**config.mk**
```make
export PLATFORM = sky130hd
export DESIGN_NAME = ifetch_ctrl
export DESIGN_NICKNAME = d
export VERILOG_FILES = /design/src/rtl/ifetch_ctrl.sv
export SDC_FILE = /design/constraint.sdc
export NUM_CORES = 1
export LEC_CHECK = 0
export BUFFER_PORTS_ARGS = -buffer_cell sky130_fd_sc_hd__clkbuf_2
export CAP_MARGIN = 40
export CELL_PAD_IN_SITES_DETAIL_PLACEMENT = 1
export CELL_PAD_IN_SITES_GLOBAL_PLACEMENT = 1
export CORE_UTILIZATION = 38
export DETAILED_ROUTE_END_ITERATION = 16
export PLACE_DENSITY_LB_ADDON = 0.1
export SETUP_SLACK_MARGIN = 0.5
export SYNTH_ARGS = -nofsm -noshare
export SYNTH_HDL_FRONTEND = slang
export SYNTH_SLANG_ARGS = --single-unit
```
**constraint.sdc**
```tcl
create_clock -name clk -period 5.4 [get_ports clk]
set_input_delay 1.08 -clock clk [delete_from_list [all_inputs] [get_ports clk]]
set_output_delay 1.08 -clock clk [all_outputs]
set_load 0.01 [all_outputs]
```
**src/rtl/ifetch_ctrl.sv**
```systemverilog
// ----------------------------------------------------------------------------
// ifetch_ctrl
//   Instruction-fetch sequencer for a word-addressed, combinational-read ROM.
//   Owns the PC, drives the ROM address, buffers fetched words in a small
//   FIFO and presents them to decode with a valid/ready handshake. Handles
//   redirects (flush + restart), decode back-pressure and end-of-program halt.
//
//   Optional feature macro: IFETCH_PERF_EN
//     When defined, adds the fetch_cnt / stall_cnt performance counters and
//     their output ports. When undefined, both are absent.
// ----------------------------------------------------------------------------
module ifetch_ctrl #(
    parameter logic [31:0] RESET_PC  = 32'd0,
    parameter int unsigned MEM_WORDS = 82,
    parameter int unsigned BUF_DEPTH = 2,
    parameter logic [31:0] NOP_WORD  = 32'h0000_0000
) (
    input  logic        clk,
    input  logic        rst,
    output logic [31:0] imem_addr,
    input  logic [31:0] imem_ins,
    input  logic        redirect_valid,
    input  logic [31:0] redirect_pc,
    input  logic        id_ready,
    output logic        id_valid,
    output logic [31:0] id_ins,
    output logic [31:0] id_pc,
    output logic        halt
`ifdef IFETCH_PERF_EN
    ,
    output logic [31:0] fetch_cnt,
    output logic [31:0] stall_cnt
`endif
);

    localparam int unsigned    PTR_W     = (BUF_DEPTH > 1) ? $clog2(BUF_DEPTH) : 1;
    localparam int unsigned    CNT_W     = PTR_W + 1;
    localparam logic [31:0]    MEM_LIMIT = 32'(MEM_WORDS);
    localparam logic [CNT_W-1:0] CNT_FULL  = CNT_W'(BUF_DEPTH);
    localparam logic [CNT_W-1:0] CNT_ZERO  = CNT_W'(0);
    localparam logic [CNT_W-1:0] CNT_ONE   = CNT_W'(1);
    localparam logic [PTR_W-1:0] PTR_ZERO  = PTR_W'(0);
    localparam logic [PTR_W-1:0] PTR_ONE   = PTR_W'(1);

    typedef enum logic [1:0] {
        ST_BOOT = 2'd0,
        ST_RUN  = 2'd1,
        ST_HALT = 2'd2
    } state_t;

    state_t           r_state;
    state_t           w_state_nxt;

    logic [31:0]      r_pc;
    logic [PTR_W-1:0] r_rd_ptr;
    logic [PTR_W-1:0] r_wr_ptr;
    logic [CNT_W-1:0] r_count;
    logic [31:0]      r_buf_ins [BUF_DEPTH];
    logic [31:0]      r_buf_pc  [BUF_DEPTH];

    logic             w_not_empty;
    logic             w_pop;
    logic             w_redirect;
    logic             w_pc_in_range;
    logic             w_redir_in_range;
    logic             w_has_room;
    logic             w_fetch;

    // Handshake and fetch-qualification terms shared by FSM and datapath.
    always_comb begin
        w_not_empty      = (r_count != CNT_ZERO);
        w_pop            = w_not_empty & id_ready;
        // Redirects are meaningless before the first fetch, so BOOT drops them.
        w_redirect       = redirect_valid & (r_state != ST_BOOT);
        w_pc_in_range    = (r_pc < MEM_LIMIT);
        w_redir_in_range = (redirect_pc < MEM_LIMIT);
        // A pop in the same cycle frees a slot, allowing full-rate streaming.
        w_has_room       = (r_count < CNT_FULL) | w_pop;
        w_fetch          = (r_state == ST_RUN) & w_pc_in_range & ~w_redirect & w_has_room;
    end

    // FSM state register.
    always_ff @(posedge clk) begin
        if (rst) begin
            r_state <= ST_BOOT;
        end else begin
            r_state <= w_state_nxt;
        end
    end

    // FSM next-state: redirect target decides RUN/HALT, running off the ROM halts.
    always_comb begin
        w_state_nxt = r_state;
        case (r_state)
            ST_BOOT: begin
                w_state_nxt = ST_RUN;
            end
            ST_RUN: begin
                if (w_redirect) begin
                    if (w_redir_in_range) begin
                        w_state_nxt = ST_RUN;
                    end else begin
                        w_state_nxt = ST_HALT;
                    end
                end else if (!w_pc_in_range) begin
                    w_state_nxt = ST_HALT;
                end else begin
                    w_state_nxt = ST_RUN;
                end
            end
            ST_HALT: begin
                if (w_redirect && w_redir_in_range) begin
                    w_state_nxt = ST_RUN;
                end else begin
                    w_state_nxt = ST_HALT;
                end
            end
            default: begin
                w_state_nxt = ST_BOOT;
            end
        endcase
    end

    // PC, FIFO pointers and occupancy; a redirect flushes the FIFO and reloads the PC.
    always_ff @(posedge clk) begin
        if (rst) begin
            r_pc     <= RESET_PC;
            r_rd_ptr <= PTR_ZERO;
            r_wr_ptr <= PTR_ZERO;
            r_count  <= CNT_ZERO;
        end else if (w_redirect) begin
            r_pc     <= redirect_pc;
            r_rd_ptr <= PTR_ZERO;
            r_wr_ptr <= PTR_ZERO;
            r_count  <= CNT_ZERO;
        end else begin
            if (w_fetch) begin
                r_pc     <= r_pc + 32'd1;
                r_wr_ptr <= r_wr_ptr + PTR_ONE;
            end
            if (w_pop) begin
                r_rd_ptr <= r_rd_ptr + PTR_ONE;
            end
            case ({w_fetch, w_pop})
                2'b10:   r_count <= r_count + CNT_ONE;
                2'b01:   r_count <= r_count - CNT_ONE;
                default: r_count <= r_count;
            endcase
        end
    end

    // FIFO storage: capture the ROM word and its address at the tail on each fetch.
    always_ff @(posedge clk) begin
        if (rst) begin
            for (int i = 0; i < int'(BUF_DEPTH); i++) begin
                r_buf_ins[i] <= NOP_WORD;
                r_buf_pc[i]  <= 32'd0;
            end
        end else if (w_fetch) begin
            r_buf_ins[r_wr_ptr] <= imem_ins;
            r_buf_pc[r_wr_ptr]  <= r_pc;
        end else begin
            r_buf_ins[r_wr_ptr] <= r_buf_ins[r_wr_ptr];
            r_buf_pc[r_wr_ptr]  <= r_buf_pc[r_wr_ptr];
        end
    end

    assign imem_addr = r_pc;
    assign id_valid  = w_not_empty;
    assign id_ins    = w_not_empty ? r_buf_ins[r_rd_ptr] : NOP_WORD;
    assign id_pc     = w_not_empty ? r_buf_pc[r_rd_ptr]  : 32'd0;
    assign halt      = (r_state == ST_HALT) & ~w_not_empty;

`ifdef IFETCH_PERF_EN
    logic [31:0] r_fetch_cnt;
    logic [31:0] r_stall_cnt;

    // Performance counters: FIFO pushes and decode back-pressure cycles; survive redirects.
    always_ff @(posedge clk) begin
        if (rst) begin
            r_fetch_cnt <= 32'd0;
            r_stall_cnt <= 32'd0;
        end else begin
            if (w_fetch) begin
                r_fetch_cnt <= r_fetch_cnt + 32'd1;
            end
            if (w_not_empty && !id_ready) begin
                r_stall_cnt <= r_stall_cnt + 32'd1;
            end
        end
    end

    assign fetch_cnt = r_fetch_cnt;
    assign stall_cnt = r_stall_cnt;
`endif

endmodule

```
# Yosys cells after proc, flatten, opt, wreduce, memory -nomap -nowiden
# Memories as Yosys holds them, arrays and structs flattened. A register that Yosys moved wholly into a read port is not among the register bits.
# Index checks and enable logic that the tools add are counted.
classes:
  n_addsub: 5
  n_lt_le_gt_ge: 3
  eq_ne: 5
  n_mux: 30
  bitwise: 11
  n_reduce_logical: 10
op_table:
  columns: ["op", "n"]
  rows:
  - ["32-bit two-way mux", 8]
  - ["32-bit by 7-bit < comparator with 1-bit output (second input constant)", 2]
  - ["32-bit OR reduction", 2]
  - ["32-bit by 1-bit adder with 32-bit output (second input constant)", 1]
  - ["1-bit two-way mux", 16]
  - ["2-bit two-way mux", 4]
  - ["2-bit nonzero test", 4]
  - ["1-bit AND", 6]
  - ["2-bit one-hot mux with 3 select lines", 1]
  - ["2-bit by 1-bit equality test with 1-bit output (second input constant)", 2]
  - ["2-bit equality test (second input constant)", 2]
  - ["2-bit one-hot mux with 2 select lines", 1]
  - ["1-bit OR", 3]
  - ["1-bit adder (second input constant)", 2]
  - ["2-bit by 1-bit adder with 2-bit output (second input constant)", 1]
  - ["2-bit logical NOT", 1]
  - ["2-bit < comparator (second input constant)", 1]
  - ["1-bit NOT", 2]
  - ["2-bit AND reduction", 1]
  - ["2-bit OR reduction", 1]
  - ["2-bit by 1-bit subtractor with 2-bit output (second input constant)", 1]
  - ["1-bit logical AND", 1]
  - ["0-bit != test", 1]
totals:
  reg_bits: 38
  ramBits: 128
  input_bits: 68
  out_inout_bits: 98
  wordCells: 71
  n_memories: 2
mem_list:
  columns: ["memory", "depth", "width", "rd", "rd_ports_with_merged_regs", "write_ports", "line_no", "rtl"]
  rows:
  - ["r_buf_ins", 2, 32, 1, 1, 2, "58", "logic [31:0] r_buf_ins [BUF_DEPTH];"]
  - ["r_buf_pc", 2, 32, 1, 1, 2, "59", "logic [31:0] r_buf_pc [BUF_DEPTH];"]

# Logic depth before layout (Yosys ltp)
depth:
  word_depth: 12
  depth_mapped: 8
  mapped_depth_nobuf: 8

# Worst setup path before layout
# OpenSTA, ideal clock, no wires.
synth_timing:
  kind: "in2reg"
  start: "in id_ready"
  end: "mem r_buf_ins[0][0], enable pin"
  setup_ns: 0.499
  arrival_ns: 4.771
  slack_ns: 0.130
  stages: 5
  n_path_buf: 0
  path_cell_list: "nand2b_1 > nand2_1 > nor4_1 > nand2_1 > o21bai_1"
synth_rtl:
  columns: ["element", "line_no", "rtl"]
  rows:
  - ["start: declaration", "24", "input logic id_ready,"]
  - ["end: declaration", "58", null]

==> impl_metrics.csv <==
group,metric,value,unit
global_routing,antenna_found_initial,0,
logic_synthesis,synth_compound_gate_area_share,5.20,%
sta,max_transition_margin,46.3,%
cells_and_area,final_stage_net_count,824,
logic_synthesis,ys.warnings.count,0,
logic_synthesis,yosysMostFrequentCell,"sky130_fd_sc_hd__edfxtp_1",
logic_synthesis,synthFlopType,"sky130_fd_sc_hd__edfxtp_1",
floorplan,die-height,137,µm
floorplan,dieArea,18900,µm²
sta,post-route-min-period,3370,ps
cells_and_area,syn2layout_area_growth,28.0,%
clock_tree,clk_root_buffer_cell,"sky130_fd_sc_hd__clkbuf_16",
drt,vias,4781,
drt,drc,0,
logic_synthesis,synth.mux.area_fraction,9.47,%
placement,hpwl,11100,µm
floorplan,core_area,18000,µm²
global_routing,grt_pass1_wl,24900,µm
drt,postRouteAntennaNets,0,
worst_setup_path,endpoint_kind,"flop",
placement,place.port_buffers,165,
logic_synthesis,synth-xor-area-share,0.628,%
drt,routed_wl,16200,µm
logic_synthesis,synth.cell_area,6980,µm²
sta,fmax,297,MHz
worst_setup_path,worst-path-max-fanout,41,
sta,timing_hold_violations_final,0,
clock_tree,cts_tree,"yes",
worst_hold_path,hold_path_class,"reg2reg",
worst_setup_path,r2r_slack,2030,ps
power,ir_worst_vdd,0.000230,V
logic_synthesis,synth.top_cell.area_share,55.1,%
logic_synthesis,synth.distinct_cells,39,
placement,gp_congestion,0.761,
logic_synthesis,synth_area_leader_cell,"sky130_fd_sc_hd__edfxtp_1",
placement,placement.setup.worst_slack,1750,ps
drt,detailedRoute.firstPassIterationCount,4,
worst_setup_path,timing_worst_setup_path_type,"reg2reg",
clock_tree,cts_buffer_depth,2,
cells_and_area,antenna_cells_inserted,0,
worst_setup_path,worstReg2RegStart,"imem_addr[18]",
sta,setup_viol,0,
clock_tree,clk_latency_worst_skew_pair,420,ps
cells_and_area,drive_above_1_share,27.7,%
logic_synthesis,synth_common_cells,"sky130_fd_sc_hd__edfxtp_1 (128), sky130_fd_sc_hd__and2_1 (79), sky130_fd_sc_hd__nor2_1 (78)",
power,power.density_cell_area,356,nW/µm²
sta,layout_setup_ws,2030,ps
worst_setup_path,length_in_cells_of_the_worst_reg_to_reg_path,6,
global_routing,grt_overflow_total,0,
logic_synthesis,ys_seq_area_share,66.3,%
outcome,status,"completed",
sta,worst_clock_skew,6.02,ps
global_routing,grt_start_max_net_pins,42,
floorplan,rows,49,
worst_hold_path,min-delay-start,"imem_addr[12]",
sta,final-max-slew-violation-count,0,
sta,grt_setup_unrepaired,"false",
logic_synthesis,synth-seq-cells,167,
power,power.static_leakage,3.58,nW
logic_synthesis,synth_edf_count,128,
clock_tree,num_cts_buffers,17,
global_routing,grt.total_usage,17.8,%
sta,setup_tns,0,ps
floorplan,pin_count,166,
clock_tree,clkTransAtPathRegs,70,ps
sta,worst_slew_pin_slew,803,ps
clock_tree,post_cts.repair.setup_buffers,0,
logic_synthesis,async_flop_share,0,%
floorplan,die_x,137,µm
clock_tree,cells_resized_by_post_cts_repair,0,
sta,fraction_of_the_cycle_the_final_worst_path_needs,62.4,%
worst_setup_path,crit_required,5510,ps
clock_tree,cts_htree_levels,4,
worst_setup_path,rr_endpoint,"r_buf_pc[0][8]",
worst_setup_path,start_kind,"flop",
logic_synthesis,simple_logic_cell_fraction_of_the_synthesized_area,15.8,%
drt,avgRoutedWirePerCell,16.3,µm
global_routing,via_count_of_the_first_global_routing_pass,4980,
drt,vias_per_cell,4.81,
worst_hold_path,timing.hold.worst_endpoint,"imem_addr[12]",
logic_synthesis,syn_avg_cell_area,12.8,µm²
logic_synthesis,synth_top_family_by_area,"simple AND/OR/NAND/NOR gates",
job,timing.max_cap.violations,0,
drt,detail_route.iter0.violations,164,
floorplan,starting_density,38.8,%
clock_tree,cts-hold-fix-buffers,0,
logic_synthesis,gate_count_of_the_mapped_netlist,543,
clock_tree,clock-sinks,167,
worst_setup_path,cp.arrival,3480,ps
worst_hold_path,worstHoldPathCells,2,
logic_synthesis,ys_top_cells_by_area,"sky130_fd_sc_hd__edfxtp_1 (55%), sky130_fd_sc_hd__dfxtp_1 (11%), sky130_fd_sc_hd__mux2i_1 (9.5%)",
logic_synthesis,synthAdderAreaFrac,0.359,%
[power by group]
| part | total [mW] | internal, mW | switching [mW] |
|---|---|---|---|
| clock network | 1.28 | 0.777 | 0.508 |
| logic | 0.352 | 0.138 | 0.214 |
| registers | 1.54 | 1.48 | 0.0602 |
| total | 3.17 | 2.39 | 0.782 |
[cells in the final DEF (no fill, tap or decap), types with 3 or more instances in the layout]
| cell | netlist | layout |
|---|---|---|
| sky130_fd_sc_hd__dfxtp_1 | 39 | 38 |
| sky130_fd_sc_hd__clkbuf_2 | 4 | 165 |
| sky130_fd_sc_hd__conb_1 | 1 | 50 |
| sky130_fd_sc_hd__nor4_1 | 14 | 14 |
| sky130_fd_sc_hd__inv_1 | 6 | 6 |
| sky130_fd_sc_hd__buf_4 | 2 | 5 |
| sky130_fd_sc_hd__and2_1 | 79 | 79 |
| sky130_fd_sc_hd__mux2i_1 | 66 | 66 |
| sky130_fd_sc_hd__a22o_1 | 18 | 18 |
| sky130_fd_sc_hd__nor2_1 | 78 | 77 |
| sky130_fd_sc_hd__a211oi_1 | 5 | 5 |
| sky130_fd_sc_hd__nand2b_1 | 4 | 4 |
| sky130_fd_sc_hd__edfxtp_1 | 128 | 128 |
| sky130_fd_sc_hd__or3_1 | 4 | 4 |
| sky130_fd_sc_hd__a21oi_1 | 12 | 12 |
| sky130_fd_sc_hd__o21ai_0 | 4 | 3 |
| sky130_fd_sc_hd__nand4_1 | 3 | 3 |
| sky130_fd_sc_hd__nor3_1 | 4 | 4 |
| sky130_fd_sc_hd__inv_6 | 0 | 4 |
| sky130_fd_sc_hd__nand3_1 | 3 | 3 |
| sky130_fd_sc_hd__nand2_1 | 19 | 19 |
| sky130_fd_sc_hd__clkbuf_16 | 0 | 17 |
| sky130_fd_sc_hd__xnor2_1 | 3 | 3 |
| sky130_fd_sc_hd__bufinv_16 | 0 | 4 |
[state kept, by name, summed over array words and instances (netlist names), named ones only]
name,cells
r_state,2
r_rd_ptr,1
r_wr_ptr,1
r_buf_ins,64
imem_addr,32
r_buf_pc,64
r_count,2
[worst max-delay path, cell delays in order, from the launching register on]
cell                       delay, ps
sky130_fd_sc_hd__dfxtp_1         330
sky130_fd_sc_hd__nor4_1          400
sky130_fd_sc_hd__nand4_1         280
sky130_fd_sc_hd__nor4_1          660
sky130_fd_sc_hd__nand2_1         320
sky130_fd_sc_hd__o21bai_4        710
sky130_fd_sc_hd__buf_12          330
[worst max-delay path by stage]
stage | cells past startpoint | end | from
2_1_floorplan | 5 | r_buf_ins[0][0] | id_ready
3_3_place_gp | 7 | r_buf_pc[1][12] | id_ready
3_5_place_dp | 7 | r_buf_pc[1][14] | id_ready
4_1_cts | 6 | r_buf_ins[1][6] | imem_addr[18]
5_1_grt | 6 | r_buf_pc[1][2] | imem_addr[18]
6_report | 6 | r_buf_pc[0][8] | imem_addr[18]
[metrics by stage]
step           cell area, µm²  hold WS, ps  total power [mW]  instances  utilization (%)
2_1_floorplan            7160          472              1.76        592                -
3_3_place_gp             8260          466              1.90        961             46.0
3_5_place_dp             8300          474              1.92        964             46.2
4_1_cts                  8930          490              3.21        995             49.7
5_1_grt                  8930          512              3.30        995             49.7
6_report                 8930          488              3.17        995             49.7
[final cells by class]
| type | count | area [µm²] |
|---|---|---|
| Clock buffer | 17 | 425 |
| Clock inverter | 14 | 198 |
| Fill cell | 1947 | 9040 |
| Inverter | 6 | 22.5 |
| Multi-Input combinational cell | 388 | 2420 |
| Sequential cell | 167 | 4630 |
| Tap cell | 229 | 287 |
| Timing Repair Buffer | 174 | 942 |
[kinds of logic (layout without fill, tap and decap cells)]
logic type | count (synthesis) | after routing
AO/OA/AOI/OAI | 50 | 50
buffers and inverters | 37 | 211
flip-flops | 167 | 167
AND/OR/NAND/NOR | 215 | 215
multiplexers | 66 | 66
adder cells (fa/ha/maj) | 2 | 2
XOR/XNOR | 5 | 5
other | 1 | 50
[layer usage]
metal  part of all wire (%)  GRT usage (%)  vias to the layer above
li1                       -              -                     2329
met1                     42           20.1                     2312
met2                     52           32.1                      129
met3                    5.2           5.04                       11
met4                   0.97           5.68                        0
met5                      0              0                        -
(Power assumes the default switching activity.)
